`config.mk`:
```
export PLATFORM = sky130hd
export DESIGN_NAME = core_io_bridge
export DESIGN_NICKNAME = d
export VERILOG_FILES = /design/src/rtl/core_io_bridge.sv
export SDC_FILE = /design/constraint.sdc
export NUM_CORES = 1
export LEC_CHECK = 0
export BUFFER_PORTS_ARGS = -buffer_cell sky130_fd_sc_hd__buf_2
export CAP_MARGIN = 10
export CORE_MARGIN = 2
export CORE_UTILIZATION = 40
export DETAILED_ROUTE_END_ITERATION = 10
export PLACE_DENSITY_LB_ADDON = 0.05
export SLEW_MARGIN = 20
export SYNTH_ARGS = -nofsm -noshare
export SYNTH_HDL_FRONTEND = slang
export SYNTH_SLANG_ARGS = --single-unit
```
`constraint.sdc`:
```
create_clock -name clk_i -period 14.8 [get_ports clk_i]
set_clock_uncertainty 0.05 [all_clocks]
set_input_delay 2.96 -clock clk_i [delete_from_list [all_inputs] [get_ports clk_i]]
set_output_delay 2.96 -clock clk_i [all_outputs]
set_load 0.01 [all_outputs]
```
`src/rtl/core_io_bridge.sv`:
```
`default_nettype none
// ============================================================================
// Module      : core_io_bridge
// Description : Instruction-bus wrapper around one generated compute core.
//               Exposes TOTAL_INPUTS input registers followed by
//               TOTAL_OUTPUTS output registers in a contiguous address
//               window, sequences the core through a start/done handshake,
//               captures its results, supports bound streaming and raises
//               a level interrupt when a run completes.
// Revision    : 1.0 - initial release
// ============================================================================
module core_io_bridge #(
    parameter int                       INSTRUCTION_WIDTH = 8,
    parameter int                       ADDRESS_WIDTH     = 24,
    parameter int                       VALUE_WIDTH       = 32,
    parameter int                       TOTAL_INPUTS      = 2,
    parameter int                       TOTAL_OUTPUTS     = 1,
    parameter logic [ADDRESS_WIDTH-1:0] START_ADDRESS     = '0,
    parameter bit                       AUTO_START        = 1'b1
) (
    input  logic                                 clk_i,
    input  logic                                 rst_i,
    input  logic [INSTRUCTION_WIDTH-1:0]         instruction_i,
    input  logic [ADDRESS_WIDTH-1:0]             address_i,
    input  logic [VALUE_WIDTH-1:0]               value_i,
    output logic [VALUE_WIDTH-1:0]               result_o,
    output logic                                 result_valid_o,
    output logic [VALUE_WIDTH-1:0]               stream_o,
    output logic                                 stream_valid_o,
    output logic                                 core_interrupt_o,
    output logic [TOTAL_INPUTS*VALUE_WIDTH-1:0]  core_inputs_o,
    output logic                                 core_start_o,
    input  logic [TOTAL_OUTPUTS*VALUE_WIDTH-1:0] core_outputs_i,
    input  logic                                 core_done_i
);

    // Opcode encodings of the instruction bus
    localparam logic [INSTRUCTION_WIDTH-1:0] c_OP_READ       = INSTRUCTION_WIDTH'(1);
    localparam logic [INSTRUCTION_WIDTH-1:0] c_OP_WRITE      = INSTRUCTION_WIDTH'(2);
    localparam logic [INSTRUCTION_WIDTH-1:0] c_OP_STREAM     = INSTRUCTION_WIDTH'(3);
    localparam logic [INSTRUCTION_WIDTH-1:0] c_OP_BIND_READ  = INSTRUCTION_WIDTH'(4);
    localparam logic [INSTRUCTION_WIDTH-1:0] c_OP_BIND_WRITE = INSTRUCTION_WIDTH'(5);
    localparam logic [INSTRUCTION_WIDTH-1:0] c_OP_BIND_IRQ   = INSTRUCTION_WIDTH'(6);

    // Run sequencer states
    localparam logic [1:0] c_ST_IDLE    = 2'd0;
    localparam logic [1:0] c_ST_START   = 2'd1;
    localparam logic [1:0] c_ST_BUSY    = 2'd2;
    localparam logic [1:0] c_ST_CAPTURE = 2'd3;

    localparam int c_IN_IDX_W  = (TOTAL_INPUTS  > 1) ? $clog2(TOTAL_INPUTS)  : 1;
    localparam int c_OUT_IDX_W = (TOTAL_OUTPUTS > 1) ? $clog2(TOTAL_OUTPUTS) : 1;
    localparam int c_AW1       = ADDRESS_WIDTH + 1;

    // One extra address bit so that window arithmetic never wraps
    localparam logic [ADDRESS_WIDTH:0]  c_IN_BASE  = {1'b0, START_ADDRESS};
    localparam logic [ADDRESS_WIDTH:0]  c_OUT_BASE = c_IN_BASE + c_AW1'(TOTAL_INPUTS);
    localparam logic [c_IN_IDX_W-1:0]   c_LAST_IN  = c_IN_IDX_W'(TOTAL_INPUTS - 1);

    logic [VALUE_WIDTH-1:0]              r_in_regs  [TOTAL_INPUTS];
    logic [VALUE_WIDTH-1:0]              r_out_regs [TOTAL_OUTPUTS];
    logic [TOTAL_INPUTS*VALUE_WIDTH-1:0] r_snapshot;
    logic [VALUE_WIDTH-1:0]              r_result;
    logic                                r_result_valid;
    logic [VALUE_WIDTH-1:0]              r_stream;
    logic                                r_stream_valid;
    logic                                r_irq;
    logic                                r_irq_en;
    logic                                r_wbind;
    logic [c_IN_IDX_W-1:0]               r_widx;
    logic                                r_rbind;
    logic [c_OUT_IDX_W-1:0]              r_ridx;
    logic                                r_pending;
    logic [1:0]                          r_state;

    logic [ADDRESS_WIDTH:0]              w_addr;
    logic [ADDRESS_WIDTH:0]              w_in_off;
    logic [ADDRESS_WIDTH:0]              w_out_off;
    logic                                w_in_hit;
    logic                                w_out_hit;
    logic [c_IN_IDX_W-1:0]               w_in_idx;
    logic [c_OUT_IDX_W-1:0]              w_out_idx;
    logic                                w_is_read;
    logic                                w_is_write;
    logic                                w_is_stream;
    logic                                w_is_bind_rd;
    logic                                w_is_bind_wr;
    logic                                w_is_bind_irq;
    logic                                w_run_req;
    logic                                w_irq_set;
    logic                                w_irq_clear;

    // Address decode: an address below a range base wraps to a huge offset
    // in the widened arithmetic, so one unsigned compare covers both bounds.
    assign w_addr    = {1'b0, address_i};
    assign w_in_off  = w_addr - c_IN_BASE;
    assign w_out_off = w_addr - c_OUT_BASE;
    assign w_in_hit  = (w_in_off  < c_AW1'(TOTAL_INPUTS));
    assign w_out_hit = (w_out_off < c_AW1'(TOTAL_OUTPUTS));
    assign w_in_idx  = c_IN_IDX_W'(w_in_off);
    assign w_out_idx = c_OUT_IDX_W'(w_out_off);

    assign w_is_read     = (instruction_i == c_OP_READ);
    assign w_is_write    = (instruction_i == c_OP_WRITE);
    assign w_is_stream   = (instruction_i == c_OP_STREAM);
    assign w_is_bind_rd  = (instruction_i == c_OP_BIND_READ);
    assign w_is_bind_wr  = (instruction_i == c_OP_BIND_WRITE);
    assign w_is_bind_irq = (instruction_i == c_OP_BIND_IRQ);

    // A run is requested by completing the input set or by any streamed input
    assign w_run_req = AUTO_START &&
                       ((w_is_write && w_in_hit && (w_in_idx == c_LAST_IN)) ||
                        (w_is_stream && r_wbind));

    // Completion sets the interrupt; reading an output or unbinding clears it
    assign w_irq_set   = (r_state == c_ST_CAPTURE) && r_irq_en;
    assign w_irq_clear = (w_is_read && w_out_hit) ||
                         (w_is_bind_irq && !(w_in_hit || w_out_hit));

    // Input register file, written by bus WRITE or bound STREAM
    always_ff @(posedge clk_i or posedge rst_i) begin
        if (rst_i) begin
            for (int k = 0; k < TOTAL_INPUTS; k++) begin
                r_in_regs[k] <= '0;
            end
        end else if (w_is_write && w_in_hit) begin
            r_in_regs[w_in_idx] <= value_i;
        end else if (w_is_stream && r_wbind) begin
            r_in_regs[r_widx] <= value_i;
        end
    end

    // Output register file, loaded from the core once per completed run
    always_ff @(posedge clk_i or posedge rst_i) begin
        if (rst_i) begin
            for (int k = 0; k < TOTAL_OUTPUTS; k++) begin
                r_out_regs[k] <= '0;
            end
        end else if (r_state == c_ST_CAPTURE) begin
            for (int k = 0; k < TOTAL_OUTPUTS; k++) begin
                r_out_regs[k] <= core_outputs_i[k*VALUE_WIDTH +: VALUE_WIDTH];
            end
        end
    end

    // READ response path; output registers return their pre-capture value
    always_ff @(posedge clk_i or posedge rst_i) begin
        if (rst_i) begin
            r_result       <= '0;
            r_result_valid <= 1'b0;
        end else begin
            r_result_valid <= 1'b0;
            if (w_is_read && w_in_hit) begin
                r_result       <= r_in_regs[w_in_idx];
                r_result_valid <= 1'b1;
            end else if (w_is_read && w_out_hit) begin
                r_result       <= r_out_regs[w_out_idx];
                r_result_valid <= 1'b1;
            end
        end
    end

    // STREAM read path through the bound output register
    always_ff @(posedge clk_i or posedge rst_i) begin
        if (rst_i) begin
            r_stream       <= '0;
            r_stream_valid <= 1'b0;
        end else begin
            r_stream_valid <= 1'b0;
            if (w_is_stream && r_rbind) begin
                r_stream       <= r_out_regs[r_ridx];
                r_stream_valid <= 1'b1;
            end
        end
    end

    // Stream bindings and interrupt enable
    always_ff @(posedge clk_i or posedge rst_i) begin
        if (rst_i) begin
            r_wbind  <= 1'b0;
            r_widx   <= '0;
            r_rbind  <= 1'b0;
            r_ridx   <= '0;
            r_irq_en <= 1'b0;
        end else begin
            if (w_is_bind_wr) begin
                if (w_in_hit) begin
                    r_wbind <= 1'b1;
                    r_widx  <= w_in_idx;
                end else if (!w_out_hit) begin
                    r_wbind <= 1'b0;
                end
            end
            if (w_is_bind_rd) begin
                if (w_out_hit) begin
                    r_rbind <= 1'b1;
                    r_ridx  <= w_out_idx;
                end else if (!w_in_hit) begin
                    r_rbind <= 1'b0;
                end
            end
            if (w_is_bind_irq) begin
                r_irq_en <= w_in_hit || w_out_hit;
            end
        end
    end

    // Interrupt level; a completing run wins over a same-cycle clear
    always_ff @(posedge clk_i or posedge rst_i) begin
        if (rst_i) begin
            r_irq <= 1'b0;
        end else if (w_irq_set) begin
            r_irq <= 1'b1;
        end else if (w_irq_clear) begin
            r_irq <= 1'b0;
        end
    end

    // Pending request flag; a request arriving while one is consumed survives
    always_ff @(posedge clk_i or posedge rst_i) begin
        if (rst_i) begin
            r_pending <= 1'b0;
        end else begin
            r_pending <= w_run_req || (r_pending && (r_state != c_ST_IDLE));
        end
    end

    // Run sequencer with input snapshot taken when a run is launched
    always_ff @(posedge clk_i or posedge rst_i) begin
        if (rst_i) begin
            r_state    <= c_ST_IDLE;
            r_snapshot <= '0;
        end else begin
            case (r_state)
                c_ST_IDLE: begin
                    if (r_pending) begin
                        r_state <= c_ST_START;
                        for (int k = 0; k < TOTAL_INPUTS; k++) begin
                            r_snapshot[k*VALUE_WIDTH +: VALUE_WIDTH] <= r_in_regs[k];
                        end
                    end
                end
                c_ST_START: begin
                    r_state <= c_ST_BUSY;
                end
                c_ST_BUSY: begin
                    if (core_done_i) begin
                        r_state <= c_ST_CAPTURE;
                    end
                end
                c_ST_CAPTURE: begin
                    r_state <= c_ST_IDLE;
                end
                default: begin
                    r_state <= c_ST_IDLE;
                end
            endcase
        end
    end

    assign result_o         = r_result;
    assign result_valid_o   = r_result_valid;
    assign stream_o         = r_stream;
    assign stream_valid_o   = r_stream_valid;
    assign core_interrupt_o = r_irq;
    assign core_inputs_o    = r_snapshot;
    assign core_start_o     = (r_state == c_ST_START);

endmodule
`default_nettype wire

```
Word-level counts from Yosys, hierarchy flattened:

Cells that the tools add are included.

* output and inout port bits: 132
* flip-flop bits (word level): 235
* logic and storage cells: 94
* bits of input ports: 99

* muxes and demuxes: 27
* add/subtract/negate cells: 1
* order comparisons: 8
* eq/ne operators: 13
* bitwise gates (word level): 2
* reduce and logical (&&, ||, !) cells: 27

Operator list (count)
* 32-bit two-way mux: 9
* 64-bit bitwise mux: 2
* 64-bit two-way mux: 2
* 32-bit demux with 1-bit select: 2
* 25-bit by 1-bit less-than comparator with 1-bit output, second input constant: 1
* 24-bit by 2-bit subtractor with 25-bit output, second input constant: 1
* 8-bit by 3-bit == test with 1-bit output, second input constant: 3
* 24-bit by 2-bit less-than comparator with 1-bit output, second input constant: 1
* 8-bit by 2-bit == test with 1-bit output, second input constant: 2
* 2-bit AND reduction: 6
* 1-bit logical AND: 11
* 1-bit two-way mux: 9
* 8-bit by 1-bit == test with 1-bit output, second input constant: 1
* 2-bit one-hot mux with 4 select lines: 1
* 2-bit nonzero test: 4
* 2-bit != test, second input constant: 3
* 2-bit == test, second input constant: 2
* 2-bit greater-or-equal comparator, second input constant: 2
* 1-bit logical OR: 4
* 2-bit by 1-bit less-than comparator with 1-bit output, second input constant: 2
* 2-bit two-way mux: 2
* 1-bit inverter with 2-bit output: 2
* 2-bit by 1-bit == test with 1-bit output, second input constant: 1
* 2-bit logical NOT: 1
* 3 further kinds: 4

Logic depth before layout (Yosys ltp):

Gate-level depths: netlist of run 1.

* depth in word-level cells: 8
* mapped depth: 10
* mapped depth without buffers: 7

Least setup slack after synthesis of run 1:

No wires, ideal clock.

* kind: in2reg
* start: input port address_i[7]
* end: register r_in_regs[0] (netlist name)
* path slack: 9717 ps
* stages on the path: 9
* required time: 14625 ps
* path buffers: 2
* data arrival time: 4908 ps
* library setup time: 125 ps
* cell sequence: nor4_4 > nand4_2 > or3_1 > buf_6 > nor3b_4 > a31oi_2 > nor2_8 > buf_12 > mux2_4

* cells in the longest elaborated chain, start to end: 3
* elaborated cells on any way between the ends: 4
* those cells by class: 1 x order compare; 1 x mux; 2 x reduce/logical

Ends and longest elaborated chain
* start: declaration: RTL line 24 `input logic [ADDRESS_WIDTH-1:0] address_i,`
* 24-bit by 2-bit less-than comparator with 1-bit output (*): RTL line 98 `assign w_in_hit = (w_in_off < c_AW1'(TOTAL_INPUTS));`
* 1-bit logical AND (*): RTL line 126 `end else if (w_is_write && w_in_hit) begin`
* 64-bit two-way mux / 2-bit nonzero test (equally long branches)
* end signal: indexed assignment: RTL line 127 `r_in_regs[w_in_idx] <= value_i;`
* end signal: indexed assignment: RTL line 129 `r_in_regs[r_widx] <= value_i;`
* end: declaration: RTL line 60 `logic [VALUE_WIDTH-1:0] r_in_regs [TOTAL_INPUTS];`

Every way passes the cells marked *; elsewhere a longest branch is shown, timed or not.
A chain may end at the register's enable or synchronous reset.

Final worst setup path of run 1:

* start: input port address_i[0]
* end: register r_result[31] (netlist: result_o[31])

* cells in the longest elaborated chain, start to end: 5
* elaborated cells on any way between the ends: 11
* those cells by class: 1 x add/sub; 2 x order compare; 4 x mux; 1 x bitwise; 3 x reduce/logical

Ends and longest elaborated chain
* branches (longest 5 deep; another with 24-bit by 2-bit subtractor with 25-bit output)
* end signal: assignment: RTL line 154 `r_result <= r_in_regs[w_in_idx];`
* end signal: assignment: RTL line 157 `r_result <= r_out_regs[w_out_idx];`
* end: declaration: RTL line 63 `logic [VALUE_WIDTH-1:0] r_result;`

Several ways; the timed one is not identified. The select of a mux whose other input is x is not followed.

==> results of run 1 <==
## kinds of logic after synthesis
group                    after synthesis
AND/OR/NAND/NOR                       53
adder cells (fa/ha/maj)                4
XOR/XNOR                               1
buffers and inverters                 46
AO/OA/AOI/OAI                         86
flip-flops                           234
multiplexers                         227
## stage by stage
step	setup WS [ns]	cell area [sq um]
finish	8.91	12300
global route	8.65	12300
CTS	8.85	12300
detailed placement	8.31	11400
global placement	8.42	11400
floorplan	5.37	10000
## area by class of cell
class | instances | share of cell area, %
clock inverter | 7 | 0.895
timing repair buffer | 237 | 9.98
antenna | 1 | 0.0203
multi-input combinational | 371 | 32.0
clock buffer | 36 | 5.91
sequential | 234 | 47.6
inverter | 8 | 0.305
tap | 324 | 3.30
## worst register-to-register path, cell delays in order (launching register included)
cell     delay [ns]
dfrtp_1        0.39
inv_1          0.10
ha_1           0.25
nand2_4        0.69
mux2_2         0.44
## cells in the mapped netlist (3+ instances only)
cell type	number	share of area, %
a21oi_1	4	0.20
a2bb2oi_2	30	4.5
buf_1	3	0.11
buf_12	3	0.60
buf_6	8	0.90
clkbuf_1	23	0.86
dfrtp_1	234	58
ha_1	4	0.50
inv_1	8	0.30
mux2_2	195	22
mux2_4	30	4.5
nand2_1	11	0.41
nand3_1	5	0.25
nor2_1	11	0.41
nor3_1	5	0.25
o21ai_0	7	0.35
o22ai_1	33	2.1
or3_1	3	0.19
## layout by cell type, fill, tap and decap left out, drive strengths merged, types with 4 or more instances in the layout
cell type    n
buf        237
dfrtp      234
mux2       226
clkbuf      36
o22ai       33
a2bb2oi     32
nor2        13
nand2       11
inv          8
o21ai        7
nor3         5
nand3        5
a21oi        5
clkinv       4
ha           4
nor4         4
## power groups by stage
stage               clock [mW]  combinational (mW)  sequential (mW)
floorplan                    0               0.105            0.725
global placement             0               0.142            0.747
detailed placement           0               0.149            0.750
CTS                      0.653               0.150            0.739
global route             0.684               0.162            0.745
finish                   0.636               0.147            0.738
## routing by layer
metal  vias up  GRT usage [%]  wire length (um)
met4         0           4.83               592
met2       179           33.2             12500
met5         -              0                 0
li1       2856              -                 -
met1      3279           24.8             10700
met3        37           3.51              1300
## registers in the layout (all words and copies together) (netlist names), 2 cells and up
register       flops
stream_o          32
r_state            2
result_o          32
r_in_regs         64
r_out_regs        32
core_inputs_o     64
## final timing paths
kind | from | slack [ns] | depth (start not counted) | to
setup / recovery | address_i[0] | 8.91 | 9 | result_o[31]$_DFFE_PP0P_
hold / removal | stream_o[26]$_DFFE_PP0P_ | 0.45 | 1 | stream_o[26]$_DFFE_PP0P_
setup reg to reg | r_state[0]$_DFFE_PP0P_ | 12.76 | 4 | core_inputs_o[5]$_DFFE_PP0P_
hold reg to reg | stream_o[26]$_DFFE_PP0P_ | 0.45 | 1 | stream_o[26]$_DFFE_PP0P_
max in group asynchronous | rst_i | 10.95 | 3 | core_inputs_o[42]$_DFFE_PP0P_
min in group asynchronous | rst_i | 2.48 | 2 | core_inputs_o[60]$_DFFE_PP0P_
==> Implementation_results.wiki, run 1 <==
{| class="wikitable"
! Metric !! Value
|-
| Result of the run || finished clean
|-
| Synthesized area per cell || 15.4 sq um
|-
| Hold_ws || 0.449 ns
|-
| # DRC || 0
|-
| Main combinational cell family by area after synthesis || multiplexers
|-
| Via count normalized by instance count || 5.21
|-
| Number of global-route vias before repair || 6,793
|-
| Number of clock buffers inserted by TritonCTS || 25
|-
| Simple-gate portion of the synthesized area || 3.53%
|-
| Routed WL per cell || 20.6 um
|-
| Number of placed instances with taps included || 1,173
|-
| Delay of the slowest cell on the worst path || 0.80 ns
|-
| Number of nets at the end of the flow || 980
|-
| CP cell instances || buf_2, nor4b_1, nand3_1, nor2_1, nand4_1, or3_2, a21oi_4, buf_4, a2bb2oi_1
|-
| Total area of sequential cells || 0.00586 sq mm
|-
| Area growth from synthesis to layout || 22.4%
|-
| Maximum clock frequency || 170 MHz
|-
| First-pass GRT wire length || 39,300 um
|-
| Routed Antenna Nets || 0
|-
| Ys Warns || 0
|-
| Total nets after synthesis || 754
|-
| Proportion of layout cells with a drive suffix above 1 || 61.3%
|-
| Worst setup SP type || input pin
|-
| Internal portion of total power || 1.16 mW
|-
| CP arrival || 6.26 ns
|-
| Max-slew violation total from the final report || 0
|-
| Synthesized instance count || 651
|-
| Clock power share || 41.8%
|-
| Effective utilization at floorplan || 41.1%
|-
| Clk_lat worst skew || 0.51 ns
|-
| Number of iterations in the first detailed-routing pass || 4
|-
| Placeable core region || 0.0245 sq mm
|-
| Total of flip-flops plus latches after synthesis || 234
|-
| Netlist cell types || 45
|-
| Leak || 6.44 nW
|-
| Worst rel slew slack || 32.0%
|-
| Vias post-DR || 6,351
|-
| Part of the total power dissipated in sequential elements || 48.5%
|-
| Post-detail-place hpwl || 17,300 um
|-
| Bufs and invs on worst path || 2
|-
| Total setup buffers inserted after CTS || 0
|-
| Post-synthesis share of cell area spent on xor and xnor gates || 0.0872%
|-
| Number of filler cells placed in the layout || 2,123
|-
| Synth async-reset ratio || 100%
|-
| Synthesized-area fraction occupied by ao, oa, aoi and oai cells || 8.22%
|-
| Arithmetic-cell share of the synthesized area counting full adders, half adders and majority gates || 0.498%
|-
| Cts-stage hold buffer count || 0
|-
| Final Critical Period || 5.89 ns
|-
| Maximum clock path buffer count || 3
|-
| Number of top-level pins || 231
|-
| Maximum Capacitance Violations || 0
|-
| Total global-route track usage || 19.1%
|-
| Kind of path behind the tightest hold check || reg -> reg
|-
| Area of the die || 0.0264 sq mm
|-
| Unrepaired setup endpoints after global routing || no
|-
| Seq/Total Area, Yosys || 58.3%
|-
| Routed WL || 25,100 um
|-
| Row count || 57
|-
| Post-synthesis cell area || 0.0100 sq mm
|-
| Count of flip-flops with a built-in enable after synthesis || 0
|-
| Part of the total power dissipated in combinational logic || 9.6%
|-
| H-tree depth || 1
|-
| Placer's final routability congestion estimate || 0.842
|-
| Power Density || 124 mW/mm^2
|-
| Area of the multi-input gates || 0.00393 sq mm
|-
| Kind of end point of the critical path || flop
|-
| Post-route fraction of the period consumed by the critical path || 39.8%
|-
| Final hold viol count || 0
|-
| Overflow left after global routing || 0
|-
| Family with the most delay on the worst path || simple AND/OR/NAND/NOR gates
|-
| TritonCTS clock tree || yes
|-
| Fin util || 50.3%
|-
| Total power consumption of the routed design || 1.52 mW
|-
| Switching power || 0.363 mW
|-
| Vertical extent of the die || 162 um
|-
| Count of placed standard cells in the final layout, fillers left out || 1,218
|-
| Prevailing post-synth register cell || dfrtp_1
|-
| CTS Root Buffer Type || clkbuf_16
|-
| Num Clock Sinks || 234
|-
| Proportion of synthesized area in mux cells || 26.6%
|-
| DRC violation total after the first TritonRoute iteration || 248
|-
| Fraction of power spent switching nets || 23.9%
|-
| Initial antenna violation count || 1
|-
| Cell with the largest stage delay on the worst path || or3_2
|-
| Post_cts resized || 0
|-
| Die width || 162 um
|-
| Crit-path max FO || 36
|-
| Post-Route Setup TNS || 0 ns
|-
| Clock-pin slew on the worst setup and hold paths || 0.06 ns
|-
| Count of input and output buffers || 230
|-
| Setup-failing EPs final || 0
|-
| Worst voltage drop across the vdd grid || 0.0000683 V
|-
| Maximum number of pins on one net before global-route repair || 89
|-
| Required time at the endpoint of the critical path || 15.18 ns
|-
| Actual slew at the worst max-slew pin || 1.02 ns
|-
| Path type of the worst setup path || in -> reg
|}
(Power assumes the default switching activity.)
==> inputs of run 2 (changes only) <==
==> constraint.sdc (replaced) <==
create_clock -name clk_i -period 5.1 [get_ports clk_i]
set_clock_uncertainty 0.05 [all_clocks]
set_input_delay 1.02 -clock clk_i [delete_from_list [all_inputs] [get_ports clk_i]]
set_output_delay 1.02 -clock clk_i [all_outputs]
set_load 0.01 [all_outputs]
==> run 2 against run 1 <==
Global-route usage up 0.073 points. Worst hold slack improved by 0.0015 ns. Routed wire length grew 0.30%. Count of clock-buffer cells in the layout shrank 8. Cell area increased by 0.25%. Sequential cell count unchanged. Sequential share of layout area shrank 0.12 points. Non-clock buffer count increased by 4. Via count fell by 1.1%. First-iteration DRC count grew 4.4%. Combinational power grew to 2.9 times the previous value. Final cell count increased by 0.41%. Largest power group unchanged.
==> Implementation_results.wiki, run 2 (synthesized netlist as in run 1, its figures left out) <==
{| class="wikitable"
! Metric !! Value
|-
| Fin util || 50.4% (+0.13 points)
|-
| Routed WL per cell || 20.6 um (-0.11%)
|-
| Final Critical Period || 3.45 ns
|-
| CTS Root Buffer Type || clkbuf_16
|-
| Maximum number of pins on one net before global-route repair || 90 (+1.1%)
|-
| Effective utilization at floorplan || 41.1% (unchanged)
|-
| Initial antenna violation count || 4 (+3)
|-
| Routed WL || 25,200 um (+0.30%)
|-
| Worst voltage drop across the vdd grid || 0.000242 V (+250%)
|-
| Worst rel slew slack || 30.5% (-1.5 points)
|-
| TritonCTS clock tree || yes
|-
| Met3 Resource Use GR || 4.28% (+0.76 points)
|-
| First-pass GRT wire length || 39,300 um (+0.11%)
|-
| Placeable core region || 0.0245 sq mm (unchanged)
|-
| Num Clock Sinks || 234 (unchanged)
|-
| Die width || 162 um (unchanged)
|-
| Overflow left after global routing || 0 (unchanged)
|-
| Clock power share || 41.8% (about the same)
|-
| Routed Antenna Nets || 0 (unchanged)
|-
| Total setup buffers inserted after CTS || 0 (unchanged)
|-
| H-tree depth || 1 (unchanged)
|-
| Most common library cell in the layout ignoring fill and taps || dfrtp_1
|-
| Switching power || 1.06 mW (+190%)
|-
| Final hold viol count || 0 (unchanged)
|-
| Via count normalized by instance count || 5.13 (-1.6%)
|-
| Count of input and output buffers || 230 (unchanged)
|-
| Total global-route track usage || 19.2% (+0.073 points)
|-
| Row count || 57 (unchanged)
|-
| Part of the total power dissipated in combinational logic || 9.8% (+0.2 points)
|-
| Number of iterations in the first detailed-routing pass || 6 (+2)
|-
| Result of the run || finished clean
|-
| Number of clock buffers inserted by TritonCTS || 25 (unchanged)
|-
| Post-route fraction of the period consumed by the critical path || 67.7%
|-
| Commonest cells after routing, fill and taps aside || dfrtp_1, buf_2, mux2_2
|-
| Unrepaired setup endpoints after global routing || no
|-
| Leak || 6.45 nW (+0.21%)
|-
| Placer's final routability congestion estimate || 0.886 (+5.2%)
|-
| Kind of end point of the critical path || flop
|-
| Actual slew at the worst max-slew pin || 1.04 ns (+0.0228 ns)
|-
| Max-slew violation total from the final report || 0 (unchanged)
|-
| # DRC || 0 (unchanged)
|-
| Post-detail-place hpwl || 17,200 um (-0.53%)
|-
| Area growth from synthesis to layout || 22.7%
|-
| Path type of the worst setup path || in -> reg
|-
| Power Density || 356 mW/mm^2 (+190%)
|-
| Clk_lat worst skew || 0.51 ns (about the same)
|-
| Vertical extent of the die || 162 um (unchanged)
|-
| Setup-failing EPs final || 0 (unchanged)
|-
| Number of filler cells placed in the layout || 2,134 (+0.52%)
|-
| Number of placed instances with taps included || 1,178 (+0.43%)
|-
| Proportion of layout cells with a drive suffix above 1 || 62.0% (+0.77 points)
|-
| Maximum clock frequency || 290 MHz
|-
| Met2 routing resource usage after global routing || 34.2% (+0.97 points)
|-
| Vias post-DR || 6,278 (-1.1%)
|-
| Area of the die || 0.0264 sq mm (unchanged)
|-
| Fraction of power spent switching nets || 24.3% (+0.37 points)
|-
| Post-Route Setup TNS || 0 ns (unchanged)
|-
| Crit-path max FO || 19 (-47%)
|-
| Count of placed standard cells in the final layout, fillers left out || 1,223 (+0.41%)
|-
| Kind of path behind the tightest hold check || reg -> reg
|-
| Part of the total power dissipated in sequential elements || 48.4% (about the same)
|-
| Grt peak-use layer || met2
|-
| Global-route track usage on met1 || 24.1% (-0.73 points)
|-
| Required time at the endpoint of the critical path || 5.44 ns (-9.74 ns)
|-
| DRC violation total after the first TritonRoute iteration || 259 (+4.4%)
|-
| Maximum Capacitance Violations || 0 (unchanged)
|-
| Worst setup SP type || input pin
|-
| Maximum clock path buffer count || 3 (unchanged)
|-
| Internal portion of total power || 3.32 mW (+190%)
|-
| Post_cts resized || 0 (unchanged)
|-
| Number of top-level pins || 231 (unchanged)
|-
| Clock-pin slew on the worst setup and hold paths || 0.06 ns (about the same)
|-
| Number of global-route vias before repair || 6,914 (+1.8%)
|-
| Cts-stage hold buffer count || 0 (unchanged)
|-
| Number of nets at the end of the flow || 984 (+0.41%)
|-
| CP arrival || 3.80 ns (-2.46 ns)
|}
[run 2: cell types whose count changed in the layout (fill, tap and decap cells not counted), sizes merged]
cell      before  now
inv            8    9
clkbuf        36   28
buf          237  241
clkinv         4    8
clkinvlp       0    4
[run 2: metrics by stage]
stage	power, mW	hold WS (ns)	instance area (sq um)	setup slack [ns]
after floorplan	2.41	0.403	10000	0.966
after global placement	2.57	0.419	11500	1.13
after detailed placement	2.60	0.438	11500	1.10
after CTS	4.45	0.454	12300	1.63
after global routing	4.59	0.467	12300	1.40
final	4.39	0.450	12300	1.65
[run 2: final timing paths]
check | from | to | slack (ns) | depth (start not counted)
setup reg to reg | r_state[0]$_DFFE_PP0P_ | core_inputs_o[25]$_DFFE_PP0P_ | 3.03 | 4
max in group asynchronous | rst_i | core_inputs_o[9]$_DFFE_PP0P_ | 3.47 | 3
min in group asynchronous | rst_i | core_inputs_o[59]$_DFFE_PP0P_ | 0.54 | 2
setup / recovery | address_i[7] | r_in_regs[59]$_DFFE_PP0P_ | 1.65 | 9
hold / removal | stream_o[16]$_DFFE_PP0P_ | stream_o[16]$_DFFE_PP0P_ | 0.45 | 1
hold reg to reg | stream_o[16]$_DFFE_PP0P_ | stream_o[16]$_DFFE_PP0P_ | 0.45 | 1
[run 2: power by group through the flow]
stage / sequential (mW) / clock (mW) / combinational [mW]
floorplan: 2.11 / 0 / 0.304
global placement: 2.15 / 0 / 0.418
detailed placement: 2.16 / 0 / 0.441
CTS: 2.12 / 1.88 / 0.442
global route: 2.14 / 1.97 / 0.473
finish: 2.12 / 1.83 / 0.430
[run 2: metal layers]
layer	vias up	wire [um]
li1	2842	-
met1	3224	10500
met2	166	12700
met3	40	1430
met4	6	469
met5	-	36
[run 2: worst max-delay path: stages]
cell and delay [ns]:
buf_2 0.12, nor4_4 0.39, nand4_2 0.20, or3_2 0.55
nor3_1 0.15, a31oi_1 0.09, nor2_4 0.54, buf_4 0.37
mux2_2 0.37
[run 2: area by class of cell]
type,instances,area (sq um),area share (%)
antenna,1,2.50,0.0203
clock buffer,28,667,5.41
clock inverter,16,174,1.41
inverter,8,33.8,0.274
multi-input combinational,371,3930,31.9
sequential,234,5860,47.5
tap,324,405,3.29
timing repair buffer,241,1260,10.2
==> inputs of run 3 (changes only) <==
==> constraint.sdc (replaced) <==
create_clock -name clk_i -period 3 [get_ports clk_i]
set_clock_uncertainty 0.05 [all_clocks]
set_input_delay 0.6 -clock clk_i [delete_from_list [all_inputs] [get_ports clk_i]]
set_output_delay 0.6 -clock clk_i [all_outputs]
set_load 0.01 [all_outputs]
==> run 3 against run 2 <==
Via count is 2.6% higher. Power is 74% higher. First-iteration DRC count is 10% lower. Sequential cell count stayed put. Critical endpoint is now r_in_regs[20]$_DFFE_PP0P_. Largest power group unchanged.
==> Implementation_results.wiki, run 3 (synthesized netlist as in run 1, its figures left out) <==
{| class="wikitable"
! Metric !! Value
|-
| RR Startpoint || r_state[0]$_DFFE_PP0P_
|-
| Number of global-route vias before repair || 7,180 (+3.8%)
|-
| CP arrival || 2.95 ns (-0.85 ns)
|-
| CTS Root Buffer Type || clkbuf_16
|-
| CP cell instances || buf_2, nor4_2, nand4_2, or3_2, nor3b_4, a31oi_2, nor2_8, buf_4, mux2_4
|-
| Hold_ws || 0.167 ns (-0.283 ns)
|-
| Final Critical Period || 2.59 ns
|-
| Clk_lat worst skew || 0.52 ns (about the same)
|-
| Area of the multi-input gates || 0.00393 sq mm (unchanged)
|-
| Proportion of layout cells with a drive suffix above 1 || 62.9% (+0.82 points)
|-
| Maximum number of pins on one net before global-route repair || 50 (-44%)
|-
| Cell with the largest stage delay on the worst path || or3_2
|-
| Kind of end point of the critical path || flop
|-
| Routed Antenna Nets || 0 (unchanged)
|-
| Maximum clock path buffer count || 3 (unchanged)
|-
| Part of the total power dissipated in sequential elements || 47.2% (-1.2 points)
|-
| Actual slew at the worst max-slew pin || 0.781 ns (-0.262 ns)
|-
| Area of the die || 0.0264 sq mm (unchanged)
|-
| Total power consumption of the routed design || 7.63 mW (+74%)
|-
| Routed WL || 25,500 um (+1.2%)
|-
| Maximum Capacitance Violations || 0 (unchanged)
|-
| Met2 routing resource usage after global routing || 34.2% (+0.039 points)
|-
| Routed WL per cell || 20.3 um (-1.3%)
|-
| Commonest cells after routing, fill and taps aside || dfrtp_1, buf_2, mux2_2
|-
| Unrepaired setup endpoints after global routing || no
|-
| Die width || 162 um (unchanged)
|-
| Total area of sequential cells || 0.00586 sq mm (unchanged)
|-
| Met3 Resource Use GR || 5.09% (+0.81 points)
|-
| Count of input and output buffers || 230 (unchanged)
|-
| Fraction of power spent switching nets || 23.7% (-0.60 points)
|-
| Grt peak-use layer || met2
|-
| Worst voltage drop across the vdd grid || 0.000432 V (+79%)
|-
| H-tree depth || 1 (unchanged)
|-
| TritonCTS clock tree || yes
|-
| Leak || 6.63 nW (+2.8%)
|-
| RR Endpoint || core_inputs_o[18]$_DFFE_PP0P_
|-
| Final hold viol count || 0 (unchanged)
|-
| Maximum clock frequency || 387 MHz
|-
| Crit-path max FO || 5 (-14)
|-
| Placeable core region || 0.0245 sq mm (unchanged)
|-
| Worst-case register-to-register setup slack || 0.98 ns (-2.05 ns)
|-
| Worst rel slew slack || 47.8% (+17 points)
|-
| Initial antenna violation count || 5 (+1)
|-
| DRC violation total after the first TritonRoute iteration || 233 (-10%)
|-
| Result of the run || finished clean
|-
| Clock-pin slew on the worst setup and hold paths || 0.06 ns (about the same)
|-
| Total setup buffers inserted after CTS || 0 (unchanged)
|-
| Area growth from synthesis to layout || 26.3%
|-
| Placer's final routability congestion estimate || 0.918 (+3.6%)
|-
| Switching power || 1.80 mW (+70%)
|-
| Number of iterations in the first detailed-routing pass || 4 (-2)
|-
| Num Clock Sinks || 234 (unchanged)
|-
| Post_cts resized || 0 (unchanged)
|-
| Family with the most delay on the worst path || simple AND/OR/NAND/NOR gates
|-
| Capture point of the critical path || r_in_regs[20]$_DFFE_PP0P_
|-
| Setup-failing EPs final || 0 (unchanged)
|-
| Vias post-DR || 6,444 (+2.6%)
|-
| Bufs and invs on worst path || 2 (unchanged)
|-
| Post-detail-place hpwl || 18,300 um (+6.3%)
|-
| # DRC || 0 (unchanged)
|-
| Worst setup SP type || input pin
|-
| Most common library cell in the layout ignoring fill and taps || dfrtp_1
|-
| Stages on the worst setup path || 9 (unchanged)
|-
| Path type of the worst setup path || in -> reg
|-
| Kind of path behind the tightest hold check || in -> async
|-
| Logic depth of the worst register-to-register path || 5 (+1)
|-
| Number of clock buffers inserted by TritonCTS || 26 (+4.0%)
|-
| Required time at the endpoint of the critical path || 3.36 ns (-2.08 ns)
|-
| Start point of the critical path || address_i[14]
|-
| Delay of the slowest cell on the worst path || 0.57 ns (+0.02 ns)
|-
| Power Density || 601 mW/mm^2 (+69%)
|-
| Cts-stage hold buffer count || 0 (unchanged)
|-
| Internal portion of total power || 5.82 mW (+75%)
|-
| Total global-route track usage || 19.6% (+0.37 points)
|-
| Effective utilization at floorplan || 41.1% (unchanged)
|-
| First-pass GRT wire length || 40,400 um (+2.8%)
|-
| Number of top-level pins || 231 (unchanged)
|-
| Number of nets at the end of the flow || 1,012 (+2.8%)
|-
| Row count || 57 (unchanged)
|-
| Clock power share || 42.8% (+1.0 points)
|-
| Via count normalized by instance count || 5.14 (+0.11%)
|-
| Overflow left after global routing || 0 (unchanged)
|-
| Post-route fraction of the period consumed by the critical path || 86.2%
|-
| Part of the total power dissipated in combinational logic || 10.0% (+0.2 points)
|-
| Vertical extent of the die || 162 um (unchanged)
|-
| Global-route track usage on met1 || 24.2% (+0.16 points)
|-
| Max-slew violation total from the final report || 0 (unchanged)
|-
| Number of filler cells placed in the layout || 2,107 (-1.3%)
|-
| Post-Route Setup TNS || 0 ns (unchanged)
|}
==> run 3: layer usage <==
metal  routed length [um]  vias to the layer above
met5                   27                        -
met4                  537                        4
met3                 1600                       43
met2                12800                      179
met1                10500                     3298
li1                     -                     2920
==> run 3: worst min path at each step <==
stage	endpoint	depth (start not counted)
after floorplan	core_interrupt_o$_DFFE_PP0P_	2
after global placement	core_interrupt_o$_DFFE_PP0P_	2
after detailed placement	core_inputs_o[32]$_DFFE_PP0P_	1
after CTS	r_in_regs[59]$_DFFE_PP0P_	2
after global routing	r_in_regs[60]$_DFFE_PP0P_	2
final	core_inputs_o[60]$_DFFE_PP0P_	2
==> run 3: final cells by class <==
class,instances,area share (%)
antenna,4,0.0789
timing repair buffer,268,12.3
sequential,234,46.1
multi-input combinational,371,31.0
tap,324,3.19
inverter,8,0.266
clock inverter,10,1.06
clock buffer,35,5.96
==> run 3: power by group through the flow <==
stage | Clock [mW] | Sequential, mW | Combinational, mW
after global placement | 0 | 3.64 | 0.735
after global routing | 3.50 | 3.63 | 0.851
after floorplan | 0 | 3.58 | 0.517
after detailed placement | 0 | 3.66 | 0.775
final | 3.27 | 3.60 | 0.762
after CTS | 3.35 | 3.60 | 0.780
==> run 3: per-stage QoR <==
step | instances | cell area (sq um) | util [%] | worst slack, ns
5_1_grt | 1252 | 12700 | 51.8 | 0.347
4_1_cts | 1250 | 12700 | 51.8 | 0.453
3_5_place_dp | 1205 | 11800 | 48.2 | -0.106
2_1_floorplan | 651 | 10000 | - | -0.714
6_report | 1254 | 12700 | 51.9 | 0.413
3_3_place_gp | 1205 | 11800 | 48.2 | -0.0434
